==> config.mk <==
export PLATFORM = sky130hd
export DESIGN_NAME = mem_port_arbiter_flat
export DESIGN_NICKNAME = d
export VERILOG_FILES = /design/src/rtl/mem_port_arbiter_pkg.sv /design/src/rtl/mem_port_arbiter_if.sv /design/src/rtl/mem_port_arbiter_rd_pipe.sv /design/src/rtl/mem_port_arbiter.sv /design/src/flat_wrapper.sv
export SDC_FILE = /design/constraint.sdc
export NUM_CORES = 1
export LEC_CHECK = 0
export BUFFER_PORTS_ARGS = -buffer_cell sky130_fd_sc_hd__buf_2
export CAP_MARGIN = 20
export CORE_ASPECT_RATIO = 0.9
export CORE_MARGIN = 2
export CORE_UTILIZATION = 46
export CTS_CLUSTER_DIAMETER = 150
export DETAILED_ROUTE_END_ITERATION = 8
export PLACE_DENSITY = 0.86
export SLEW_MARGIN = 20
export SYNTH_ARGS = -nofsm -noshare
export SYNTH_HDL_FRONTEND = slang
export SYNTH_HIERARCHICAL = 1
export SYNTH_SLANG_ARGS = --single-unit
export TNS_END_PERCENT = 100
==> constraint.sdc <==
create_clock -name clk -period 3.3 [get_ports clk]
set_input_delay 0.165 -clock clk [delete_from_list [all_inputs] [get_ports clk]]
set_output_delay 0.165 -clock clk [all_outputs]
set_load 0.01 [all_outputs]
==> src/rtl/mem_port_arbiter_pkg.sv <==
// rtl/mem_port_arbiter_pkg.sv - command/width enums, read tag and byte-lane helpers for mem_port_arbiter
package mem_arb_pkg;

  typedef enum logic [1:0] {
    CMD_IDLE  = 2'b00,
    CMD_READ  = 2'b01,
    CMD_WRITE = 2'b10
  } mem_cmd_e;

  typedef enum logic [1:0] {
    W8  = 2'b01,
    W16 = 2'b10,
    W32 = 2'b11
  } width_e;

  typedef struct packed {
    logic       valid;
    logic [2:0] ch;
    logic [1:0] off;
    width_e     width;
  } rd_tag_t;

  // Width code 00 is treated as a full word access.
  function automatic width_e norm_width(input logic [1:0] w);
    return (w == 2'b00) ? W32 : width_e'(w);
  endfunction

  function automatic logic [1:0] lane_off(input width_e w, input logic [1:0] a);
    case (w)
      W8:      return a;
      W16:     return {a[1], 1'b0};
      default: return 2'b00;
    endcase
  endfunction

  function automatic logic [3:0] lane_be(input width_e w, input logic [1:0] o);
    case (w)
      W8:      return 4'b0001 << o;
      W16:     return 4'b0011 << o;
      default: return 4'b1111;
    endcase
  endfunction

  function automatic logic [31:0] lane_shift_wr(input logic [31:0] d, input logic [1:0] o);
    return d << {o, 3'b000};
  endfunction

  function automatic logic [31:0] lane_extract_rd(input logic [31:0] d, input logic [1:0] o,
                                                  input width_e w);
    logic [31:0] s;
    s = d >> {o, 3'b000};
    case (w)
      W8:      return {24'h0, s[7:0]};
      W16:     return {16'h0, s[15:0]};
      default: return s;
    endcase
  endfunction

endpackage

==> src/rtl/mem_port_arbiter_if.sv <==
// rtl/mem_port_arbiter_if.sv - requester channels plus memory port bundle for mem_port_arbiter
interface mem_port_arbiter_if #(
  parameter int N_CH   = 2,
  parameter int ADDR_W = 26,
  parameter int MEM_AW = 17
);
  logic [N_CH-1:0]        ch_rd;
  logic [N_CH-1:0]        ch_wr;
  logic [N_CH*2-1:0]      ch_width;
  logic [N_CH*ADDR_W-1:0] ch_addr;
  logic [N_CH*32-1:0]     ch_wr_data;
  logic [N_CH-1:0]        ch_ack;
  logic [N_CH-1:0]        ch_rd_valid;
  logic [31:0]            ch_rd_data;
  logic [1:0]             mem_cmd;
  logic [MEM_AW-1:0]      mem_addr;
  logic [3:0]             mem_be;
  logic [31:0]            mem_wr_data;
  logic [31:0]            mem_rd_data;

  modport slave (
    input  ch_rd, ch_wr, ch_width, ch_addr, ch_wr_data, mem_rd_data,
    output ch_ack, ch_rd_valid, ch_rd_data, mem_cmd, mem_addr, mem_be, mem_wr_data
  );

  modport master (
    output ch_rd, ch_wr, ch_width, ch_addr, ch_wr_data, mem_rd_data,
    input  ch_ack, ch_rd_valid, ch_rd_data, mem_cmd, mem_addr, mem_be, mem_wr_data
  );
endinterface

==> src/rtl/mem_port_arbiter_rd_pipe.sv <==
// rtl/mem_port_arbiter_rd_pipe.sv - read tag delay line and return lane extraction
module mem_arb_rd_pipe
  import mem_arb_pkg::*;
#(
  parameter int N_CH       = 2,
  parameter int MEM_RD_LAT = 1
) (
  input  logic            clk,
  input  logic            rst,
  input  rd_tag_t         tag_in,
  input  logic [31:0]     mem_rd_data,
  output logic [N_CH-1:0] rd_valid,
  output logic [31:0]     rd_data
);
  // Stage MEM_RD_LAT lines up with the cycle the memory presents the data.
  rd_tag_t stage [MEM_RD_LAT+1];
  rd_tag_t ret;

  assign ret = stage[MEM_RD_LAT];

  always_ff @(posedge clk) begin
    if (rst) begin
      for (int i = 0; i <= MEM_RD_LAT; i++) stage[i] <= '0;
      rd_valid <= '0;
      rd_data  <= '0;
    end else begin
      stage[0] <= tag_in;
      for (int i = 1; i <= MEM_RD_LAT; i++) stage[i] <= stage[i-1];
      rd_valid <= '0;
      rd_data  <= '0;
      if (ret.valid) begin
        for (int c = 0; c < N_CH; c++) begin
          if (ret.ch == 3'(c)) rd_valid[c] <= 1'b1;
        end
        rd_data <= lane_extract_rd(mem_rd_data, ret.off, ret.width);
      end
    end
  end
endmodule

==> src/rtl/mem_port_arbiter.sv <==
// rtl/mem_port_arbiter.sv - N-channel requester arbiter onto one 32-bit memory port
// Defining MEM_ARB_RR_EN selects round-robin grant; otherwise the lowest channel index wins.
module mem_port_arbiter
  import mem_arb_pkg::*;
#(
  parameter int N_CH       = 2,
  parameter int ADDR_W     = 26,
  parameter int MEM_AW     = 17,
  parameter int MEM_RD_LAT = 1
) (
  input logic               clk,
  input logic               rst,
  mem_port_arbiter_if.slave bus
);
  logic [N_CH-1:0]   ack_q;
  logic [N_CH-1:0]   elig;
  logic [N_CH-1:0]   gnt_oh;
  logic              gnt_any;
  logic [2:0]        gnt_ch;
  logic              sel_wr;
  logic [MEM_AW+1:0] sel_addr;
  logic [31:0]       sel_wd;
  logic [1:0]        sel_wbits;
  width_e            sel_w;
  logic [1:0]        sel_off;
  rd_tag_t           tag_in;
  mem_cmd_e          cmd_q;
  logic [MEM_AW-1:0] addr_q;
  logic [3:0]        be_q;
  logic [31:0]       wd_q;
  logic [N_CH-1:0]   rd_valid;
  logic [31:0]       rd_data;

  // A channel acked last cycle still shows its old request level; skip it.
  assign elig = (bus.ch_rd | bus.ch_wr) & ~ack_q;

`ifdef MEM_ARB_RR_EN
  logic [2:0] rr_ptr;
  logic [3:0] idx;

  always_comb begin
    gnt_any = 1'b0;
    gnt_ch  = '0;
    idx     = '0;
    for (int k = 0; k < N_CH; k++) begin
      idx = {1'b0, rr_ptr} + 4'(k);
      if (idx >= 4'(N_CH)) idx = idx - 4'(N_CH);
      for (int j = 0; j < N_CH; j++) begin
        if (!gnt_any && idx == 4'(j) && elig[j]) begin
          gnt_any = 1'b1;
          gnt_ch  = 3'(j);
        end
      end
    end
  end

  always_ff @(posedge clk) begin
    if (rst) rr_ptr <= '0;
    else if (gnt_any) rr_ptr <= (gnt_ch == 3'(N_CH - 1)) ? 3'd0 : gnt_ch + 3'd1;
  end
`else
  always_comb begin
    gnt_any = 1'b0;
    gnt_ch  = '0;
    for (int k = N_CH - 1; k >= 0; k--) begin
      if (elig[k]) begin
        gnt_any = 1'b1;
        gnt_ch  = 3'(k);
      end
    end
  end
`endif

  always_comb begin
    gnt_oh    = '0;
    sel_wr    = 1'b0;
    sel_addr  = '0;
    sel_wd    = '0;
    sel_wbits = 2'b00;
    for (int k = 0; k < N_CH; k++) begin
      if (gnt_any && gnt_ch == 3'(k)) begin
        gnt_oh[k] = 1'b1;
        sel_wr    = bus.ch_wr[k];
        sel_addr  = bus.ch_addr[k*ADDR_W +: MEM_AW+2];
        sel_wd    = bus.ch_wr_data[k*32 +: 32];
        sel_wbits = bus.ch_width[k*2 +: 2];
      end
    end
  end

  assign sel_w   = norm_width(sel_wbits);
  assign sel_off = lane_off(sel_w, sel_addr[1:0]);
  // Writes take precedence; a pending read on the same channel re-arbitrates later.
  assign tag_in  = '{valid: gnt_any && !sel_wr, ch: gnt_ch, off: sel_off, width: sel_w};

  always_ff @(posedge clk) begin
    if (rst) begin
      ack_q  <= '0;
      cmd_q  <= CMD_IDLE;
      addr_q <= '0;
      be_q   <= '0;
      wd_q   <= '0;
    end else begin
      ack_q  <= gnt_oh;
      cmd_q  <= !gnt_any ? CMD_IDLE : (sel_wr ? CMD_WRITE : CMD_READ);
      addr_q <= gnt_any ? sel_addr[MEM_AW+1:2] : '0;
      be_q   <= (gnt_any && sel_wr) ? lane_be(sel_w, sel_off) : 4'b0000;
      wd_q   <= (gnt_any && sel_wr) ? lane_shift_wr(sel_wd, sel_off) : 32'h0;
    end
  end

  mem_arb_rd_pipe #(
    .N_CH       (N_CH),
    .MEM_RD_LAT (MEM_RD_LAT)
  ) u_rd_pipe (
    .clk         (clk),
    .rst         (rst),
    .tag_in      (tag_in),
    .mem_rd_data (bus.mem_rd_data),
    .rd_valid    (rd_valid),
    .rd_data     (rd_data)
  );

  assign bus.ch_ack      = ack_q;
  assign bus.mem_cmd     = cmd_q;
  assign bus.mem_addr    = addr_q;
  assign bus.mem_be      = be_q;
  assign bus.mem_wr_data = wd_q;
  assign bus.ch_rd_valid = rd_valid;
  assign bus.ch_rd_data  = rd_data;
endmodule
==> src/flat_wrapper.sv <==
// flat-port wrapper written by rule: the top's interface ports become plain ports
module mem_port_arbiter_flat import mem_arb_pkg::*;
#(
  parameter int N_CH       = 2,
  parameter int ADDR_W     = 26,
  parameter int MEM_AW     = 17,
  parameter int MEM_RD_LAT = 1
)
  (clk, rst, bus_ch_rd, bus_ch_wr, bus_ch_width, bus_ch_addr, bus_ch_wr_data, bus_mem_rd_data, bus_ch_ack, bus_ch_rd_valid, bus_ch_rd_data, bus_mem_cmd, bus_mem_addr, bus_mem_be, bus_mem_wr_data);
  mem_port_arbiter_if #(.N_CH(N_CH), .ADDR_W(ADDR_W), .MEM_AW(MEM_AW)) bus_i ();
  input logic clk;
  input logic rst;
  input wire logic [$bits(bus_i.ch_rd)-1:0] bus_ch_rd;
  input wire logic [$bits(bus_i.ch_wr)-1:0] bus_ch_wr;
  input wire logic [$bits(bus_i.ch_width)-1:0] bus_ch_width;
  input wire logic [$bits(bus_i.ch_addr)-1:0] bus_ch_addr;
  input wire logic [$bits(bus_i.ch_wr_data)-1:0] bus_ch_wr_data;
  input wire logic [$bits(bus_i.mem_rd_data)-1:0] bus_mem_rd_data;
  output wire logic [$bits(bus_i.ch_ack)-1:0] bus_ch_ack;
  output wire logic [$bits(bus_i.ch_rd_valid)-1:0] bus_ch_rd_valid;
  output wire logic [$bits(bus_i.ch_rd_data)-1:0] bus_ch_rd_data;
  output wire logic [$bits(bus_i.mem_cmd)-1:0] bus_mem_cmd;
  output wire logic [$bits(bus_i.mem_addr)-1:0] bus_mem_addr;
  output wire logic [$bits(bus_i.mem_be)-1:0] bus_mem_be;
  output wire logic [$bits(bus_i.mem_wr_data)-1:0] bus_mem_wr_data;
  assign bus_i.ch_rd = bus_ch_rd;
  assign bus_i.ch_wr = bus_ch_wr;
  assign bus_i.ch_width = bus_ch_width;
  assign bus_i.ch_addr = bus_ch_addr;
  assign bus_i.ch_wr_data = bus_ch_wr_data;
  assign bus_i.mem_rd_data = bus_mem_rd_data;
  assign bus_ch_ack = bus_i.ch_ack;
  assign bus_ch_rd_valid = bus_i.ch_rd_valid;
  assign bus_ch_rd_data = bus_i.ch_rd_data;
  assign bus_mem_cmd = bus_i.mem_cmd;
  assign bus_mem_addr = bus_i.mem_addr;
  assign bus_mem_be = bus_i.mem_be;
  assign bus_mem_wr_data = bus_i.mem_wr_data;
  mem_port_arbiter #(.N_CH(N_CH), .ADDR_W(ADDR_W), .MEM_AW(MEM_AW), .MEM_RD_LAT(MEM_RD_LAT)) u_core (.clk(clk), .rst(rst), .bus(bus_i));
endmodule
# After elaboration in Yosys (flattened, before gate mapping)
# Memory sizes are Yosys's and may differ from the RTL's.
# Cells that the tools add are included.
[totals]
word_cells = 63
mem_count = 1
reg_bits = 91
out_inout_bits = 91
input_bits = 158
mem_bits_rw = 16
[memory_table]
columns = ["name", "depth", "width", "read_ports", "rd_clocked_by_memory_dff", "write_ports", "line_no", "text"]
rows = [
  ["u_core.u_rd_pipe.stage", 2, 8, 2, 0, 2, "mem_port_arbiter_rd_pipe.sv:16", "rd_tag_t stage [MEM_RD_LAT+1];"],
]
[classes]
muxes = 26
bitwise_logic = 8
n_eq_ne = 6
reduce_logical = 11
shifts = 4
[op_table]
columns = ["operator", "n"]
rows = [
  ["32-bit 2-to-1 mux", 2],
  ["32-bit one-hot mux with 2 select lines", 1],
  ["19-bit 2-to-1 mux", 2],
  ["32-bit by 5-bit left shift with 32-bit output", 1],
  ["32-bit by 5-bit >> shifter with 32-bit output", 1],
  ["8-bit 2-to-1 mux", 2],
  ["1-bit 2-to-1 mux", 13],
  ["2-bit 2-to-1 mux", 4],
  ["4-bit one-hot mux with 2 select lines", 1],
  ["3-bit logical NOT", 2],
  ["2-bit OR reduction", 3],
  ["2-bit by 1-bit equality test with 1-bit output, second input constant", 2],
  ["2-bit equality test, second input constant", 2],
  ["1-bit logical AND", 4],
  ["2-bit one-hot mux with 2 select lines", 1],
  ["1-bit by 2-bit left shift with 4-bit output, first input constant", 1],
  ["2-bit by 2-bit left shift with 4-bit output, first input constant", 1],
  ["3-bit by 1-bit equality test with 1-bit output, second input constant", 1],
  ["1-bit NOT", 3],
  ["2-bit AND", 1],
  ["2-bit logical NOT", 1],
  ["2-bit NOT", 1],
  ["1-bit OR", 2],
  ["2-bit OR", 1],
  ["other kinds (2)", 2],
]

# Logic depth before layout (Yosys ltp)
[depth]
depth_word = 14
mapped_depth = 16
depth_no_buf = 11

# Cells and area by module
# Netlist, hierarchy kept.
[modules_own_cells]
columns = ["mod", "n_inst", "cells_per_inst", "area_each_um2", "seq_area_each_um2"]
rows = [
  ["mem_port_arbiter", 1, 345, 3037.9, 1141.1],
  ["mem_arb_rd_pipe", 1, 158, 1788.0, 1001.0],
]

# Worst setup path after synthesis
# OpenSTA, ideal clock, no wires.
[synth_path]
path_kind = "register to register"
start = "reg u_core.ack_q[1], in the netlist u_core/bus.ch_ack[1]"
end = "reg u_core.wd_q[24], in the netlist u_core/bus.mem_wr_data[24]"
t_arrival_ns = 2.780
slack_ns = 0.454
required_ns = 3.234
synth_period_minus_slack_ns = 2.846
stages_incl_launch_ff = 16
n_path_buf = 5
setup_ns = 0.066
cell_sequence = "dfxtp_1 > o21ba_1 > buf_6 > nand2_4 > inv_6 > buf_2 > buf_2 > a22o_1 > ha_1 > o21ba_2 > clkbuf_2 > a21bo_4 > clkinv_8 > buf_12 > o211ai_2 > a21oi_2"
[synth_via]
elab_chain_len = 13
word_cells_on_any_way = 27
classes_between = "eq/ne: 3; shift: 1; mux: 14; bitwise: 3; reduce/logical: 6"
[synth_rtl]
columns = ["item", "line_no", "text"]
rows = [
  ["from (decl)", "mem_port_arbiter.sv:15", "logic [N_CH-1:0] ack_q;"],
  ["from (signal assigned)", "mem_port_arbiter.sv:104", "ack_q <= gnt_oh;"],
  ["2-bit NOT *", "mem_port_arbiter.sv:35", "assign elig = (bus.ch_rd | bus.ch_wr) & ~ack_q;"],
  ["2-bit AND *", "mem_port_arbiter.sv:35", ""],
  ["1-bit 2-to-1 mux (2 in series)", "mem_port_arbiter.sv:66", "if (elig[k]) begin"],
  ["3-bit logical NOT", "mem_port_arbiter.sv:81", "if (gnt_any && gnt_ch == 3'(k)) begin"],
  ["1-bit logical AND", "mem_port_arbiter.sv:81", ""],
  ["2-bit 2-to-1 mux (2 in series)", "mem_port_arbiter.sv:81", ""],
  ["2-bit logical NOT", "mem_port_arbiter_pkg.sv:25", "return (w == 2'b00) ? W32 : width_e'(w);"],
  ["2-bit 2-to-1 mux", "mem_port_arbiter_pkg.sv:25", ""],
  ["2-bit equality test / 2-bit by 1-bit equality test with 1-bit output (equally long branches)", "mem_port_arbiter_pkg.sv:29", "case (w)"],
  ["2-bit one-hot mux with 2 select lines *", "mem_port_arbiter_pkg.sv:29", ""],
  ["named net u_core.sel_off[1]", "mem_port_arbiter.sv:25", "logic [1:0] sel_off;"],
  ["32-bit by 5-bit left shift with 32-bit output *", "mem_port_arbiter_pkg.sv:45", "return d << {o, 3'b000};"],
  ["to (signal assigned)", "mem_port_arbiter.sv:108", "wd_q <= (gnt_any && sel_wr) ? lane_shift_wr(sel_wd, sel_off) : 32'h0;"],
  ["to (decl)", "mem_port_arbiter.sv:30", "logic [31:0] wd_q;"],
]
# The timed path passes the listed nets; every way through them passes the cells marked *.
# A chain may end at the register's enable or synchronous reset.

# Worst setup path after layout
[layout_path]
start = "reg u_core.ack_q[1], in the netlist u_core/bus.ch_ack[1]"
end = "reg u_core.wd_q[16], in the netlist u_core/bus.mem_wr_data[16]"
[layout_via]
elab_chain_len = 13
word_cells_on_any_way = 27
classes_between = "eq/ne: 3; shift: 1; mux: 14; bitwise: 3; reduce/logical: 6"
[layout_rtl]
columns = ["item", "line_no"]
rows = [
  ["2-bit NOT *", "mem_port_arbiter.sv:35"],
  ["2-bit AND *", "mem_port_arbiter.sv:35"],
  ["1-bit 2-to-1 mux (2 in series)", "mem_port_arbiter.sv:66"],
  ["3-bit logical NOT", "mem_port_arbiter.sv:81"],
  ["1-bit logical AND", "mem_port_arbiter.sv:81"],
  ["2-bit 2-to-1 mux (2 in series)", "mem_port_arbiter.sv:81"],
  ["2-bit logical NOT", "mem_port_arbiter_pkg.sv:25"],
  ["2-bit 2-to-1 mux", "mem_port_arbiter_pkg.sv:25"],
  ["2-bit equality test / 2-bit by 1-bit equality test with 1-bit output (equally long branches)", "mem_port_arbiter_pkg.sv:29"],
  ["2-bit one-hot mux with 2 select lines", "mem_port_arbiter_pkg.sv:29"],
  ["32-bit by 5-bit left shift with 32-bit output", "mem_port_arbiter_pkg.sv:45"],
]
# Every way passes the cells marked *; elsewhere a longest branch is shown, timed or not.

==> implementation parameters <==
Parameter                              Value

Status
  Status ... complete, no violations

Cells and area
  Area taken by flip-flops and latches ... approximately 2100 um^2
  Most common cell after layout, fill and taps aside ... buf_2
  Commonest cells after routing, fill and taps aside ... buf_2, dfxtp_1, nor2_1, nand2_1, a21oi_1
  Final instance area ... just over 6000 um^2
  Multi-input gate area in the final layout ... ~2300 um^2
  Area growth, synth to finish ... 28.7%
  Proportion of layout cells with a drive suffix above 1 ... between 40% and 50%
  Total Nets Final ... about 880
  Filler Cell Count ... approximately 900

Synthesis
  Average cell area after synthesis ... around 9.6 um^2
  Dominant synthesized flop cell ... dfxtp_1
  Sequential cell area fraction in the yosys report ... approximately 44%
  Synthesis-stage register bit count ... approximately 110
  Number of cells produced by synthesis ... between 500 and 600
  Biggest area contributors in the synthesized netlist ... dfxtp_1, a22oi_1, nor2_1
  Number of synthesized flops with an enable pin ... 0
  Combined area of all synthesized cells ... 4830 um^2
  Async set-reset flop share out of synthesis ... 0%
  Count of warnings emitted by yosys ... 6
  Cell variety after synth ... 56
  Share of the synthesized area in the top cell type ... 44.4%
  Biggest area consumer among synthesized cells ... dfxtp_1

CTS
  CTS Buffer Depth ... 2
  Worst-Skew Late Latency ... around 0.34 ns
  Clock buffers created by TritonCTS ... 9
  TritonCTS clock tree ... built
  Clk Tree Root Cell ... clkbuf_16
  Number of sinks handled by clock tree synthesis ... between 100 and 150
  Count of buffers added by post-CTS timing repair for setup ... 0
  Level count of the clock H-tree ... 3
  Total of hold buffers inserted after clock tree synthesis ... 0
  CTS clk-pin slew, worst paths ... approximately 0.080 ns
  Total of cells resized after clock tree synthesis ... 0

Drt
  First-pass DRT Iterations ... 5
  1st-iter DRT viols ... about 430
  DR vias/cell ... roughly 5.6
  Residual DRC ... 0
  Per-cell routed wire length ... roughly 18 um
  Number of antenna-violating nets in the routed design ... 0
  Vias after detailed routing ... roughly 4800
  WL final ... 15100 um

GRT
  Global route total overflow ... 0
  Met1 usage ... 32.8%
  Overall global routing resource usage ... 25.2%
  Global-route met2 utilization ... 42.5%
  Antenna violations before repair ... 1
  Via count of the first global-routing pass ... ~4500
  Largest net degree at the start of global routing ... 40
  Most congested layer reported by global routing ... met2
  Met3 Usage GRT ... 4.67%
  Wire length of the first global-routing pass ... roughly 23000 um

STA
  Worst clock skew ... between 0.01 and 0.015 ns
  Endpoints failing setup ... 0
  Final count of pins violating max slew ... 0
  Ratio of final minimum period to clock period ... roughly nine tenths
  Setup repair after global routing missed its margin ... false
  Max-Slew Margin vs Limit ... between 50% and 60%
  Pin slew with the least headroom to its limit ... around 0.65 ns
  TNS Setup ... 0 ns
  Final hold violations ... 0
  F_max ... between 300 and 400 MHz
  Minimum clock period ... around 3.0 ns

Floorplan
  Chip width ... 112 um
  Die outline height ... roughly 100 um
  Cell row count ... 35
  Area of the core ... approximately 10000 um^2
  Starting Density ... between 40% and 50%
  Total Die Area ... approximately 11000 um^2
  I/O pin cnt ... between 200 and 250

Setup path
  CP Launch Point ... u_core/bus.ch_ack[1]
  Worst r2r src ... u_core/bus.ch_ack[1]
  Required time of the critical path ... approximately 3.6 ns
  Endpoint class of the critical path ... register
  Start-to-end type of the worst setup path ... reg2reg
  Endpoint of the worst register-to-register path ... u_core/bus.mem_wr_data[16]
  Kind of start point of the critical path ... register
  Register-to-register path setup slack ... ~0.34 ns
  Worst setup endpoint ... u_core/bus.mem_wr_data[16]
  Crit path max fanout ... 23
  Arrival time of the worst setup path ... approximately 3.2 ns
  Worst reg-to-reg path cell count ... 10

Pwr
  IR Drop Worst-Case VDD ... 301 uV
  Areal power density over the cells ... about 500 nW/um^2
  Leakage power ... 2.87 nW

Min path
  Type of the worst min-delay path ... in2reg

Place
  Detail Placement HPWL ... 11700 um
  Number of port buffers ... 234
  RD Place Congestion ... between 0.9 and 1
  Placement-stage cell area ... slightly below 6000 um^2

Flow run
  Max-cap viol count ... 0
-- sequential cells by signal (all words and copies together) (netlist names) --
register,cells
u_core/bus.ch_ack,2
u_core/bus.mem_addr,17
u_core/bus.mem_be,4
u_core/bus.mem_cmd,2
u_core/bus.mem_wr_data,32
u_core/u_rd_pipe/rd_data,32
u_core/u_rd_pipe/rd_valid,2
u_core/u_rd_pipe/stage,16
-- logic make-up (layout without fill, tap and decap cells) --
| kind of cell | count (synthesis) | count (layout) | share of synthesized area (%) |
|---|---|---|---|
| fa+ha+maj | 4 | 4 | 1.04 |
| compound gates | 178 | 178 | 27.8 |
| mux | 16 | 16 | 3.32 |
| buf+inv | 49 | 268 | 7.47 |
| other cells | 1 | 3 | 0.0777 |
| flops | 107 | 107 | 44.4 |
| simple gates | 148 | 148 | 15.9 |
-- stage by stage --
step                util, %  instances  total power [W]  worst slack [ns]  hold slack (ns)
finish                 60.6        853          0.00309             0.344           0.0584
global route           60.6        853          0.00323             0.142           0.0550
CTS                    60.6        852          0.00311             0.416           0.0475
detailed placement     57.8        837          0.00208             0.438            0.406
global placement       57.8        837          0.00206             0.555            0.398
floorplan                 -        504          0.00184             0.454            0.237
-- synthesized netlist by cell type (2+ instances only) --
master,n
a211oi_1,16
a21oi_1,29
a21oi_2,8
a221o_1,8
a22o_1,7
a22o_2,2
a22oi_1,26
a2bb2oi_1,8
and2_1,8
buf_2,13
buf_4,5
buf_6,8
buf_8,4
clkbuf_1,5
clkbuf_2,2
dfxtp_1,107
ha_1,4
inv_1,5
inv_2,3
mux2i_1,16
nand2_1,35
nand2_4,3
nand3_1,10
nor2_1,45
nor2b_1,27
nor3_1,8
o211ai_1,16
o211ai_2,8
o21a_1,9
o21ai_0,7
o21ai_1,10
o21ba_1,2
o21bai_1,9
o22ai_1,8
-- critical path: stages (launching register included) --
cell and delay, ns:
dfxtp_1 0.33, o21ba_1 0.29, nand2_4 0.13, inv_6 0.17, a22o_1 0.23, ha_1 0.30
o21ba_2 0.49, nand3_1 0.33, o211ai_1 0.19, o21ai_0 0.18, o22ai_1 0.22
-- metal layers --
metal	routed length, um	vias up
li1	-	2242
met1	6250	2189
met2	7180	306
met3	1380	27
met4	277	0
met5	0	-
-- final cells by class --
| cell class | count | share of cell area (%) |
|---|---|---|
| multi-input combinational | 348 | 37.5 |
| timing repair buffer | 242 | 19.8 |
| clock buffer | 9 | 3.63 |
| inverter | 11 | 0.947 |
| clock inverter | 6 | 0.987 |
| sequential | 107 | 34.5 |
| tap | 129 | 2.60 |
| antenna | 1 | 0.0403 |
-- power by group --
part	internal [W]	total, W	switching, W
combinational	0.000272	0.000673	0.000401
clock	0.000527	0.00103	0.000503
sequential	0.00136	0.00139	0.0000208
-- worst min path at each step --
| stage | startpoint | endpoint | slack, ns | cells past startpoint |
|---|---|---|---|---|
| after floorplan | rst | u_core/u_rd_pipe/stage[0][0] | 0.24 | 1 |
| after global placement | bus_mem_rd_data[27] | u_core/u_rd_pipe/rd_data[27] | 0.40 | 2 |
| after detailed placement | bus_mem_rd_data[27] | u_core/u_rd_pipe/rd_data[27] | 0.41 | 2 |
| after CTS | bus_mem_rd_data[27] | u_core/u_rd_pipe/rd_data[27] | 0.05 | 2 |
| after global routing | bus_mem_rd_data[27] | u_core/u_rd_pipe/rd_data[27] | 0.05 | 2 |
| final | bus_mem_rd_data[27] | u_core/u_rd_pipe/rd_data[27] | 0.06 | 2 |
(Power assumes the default switching activity.)
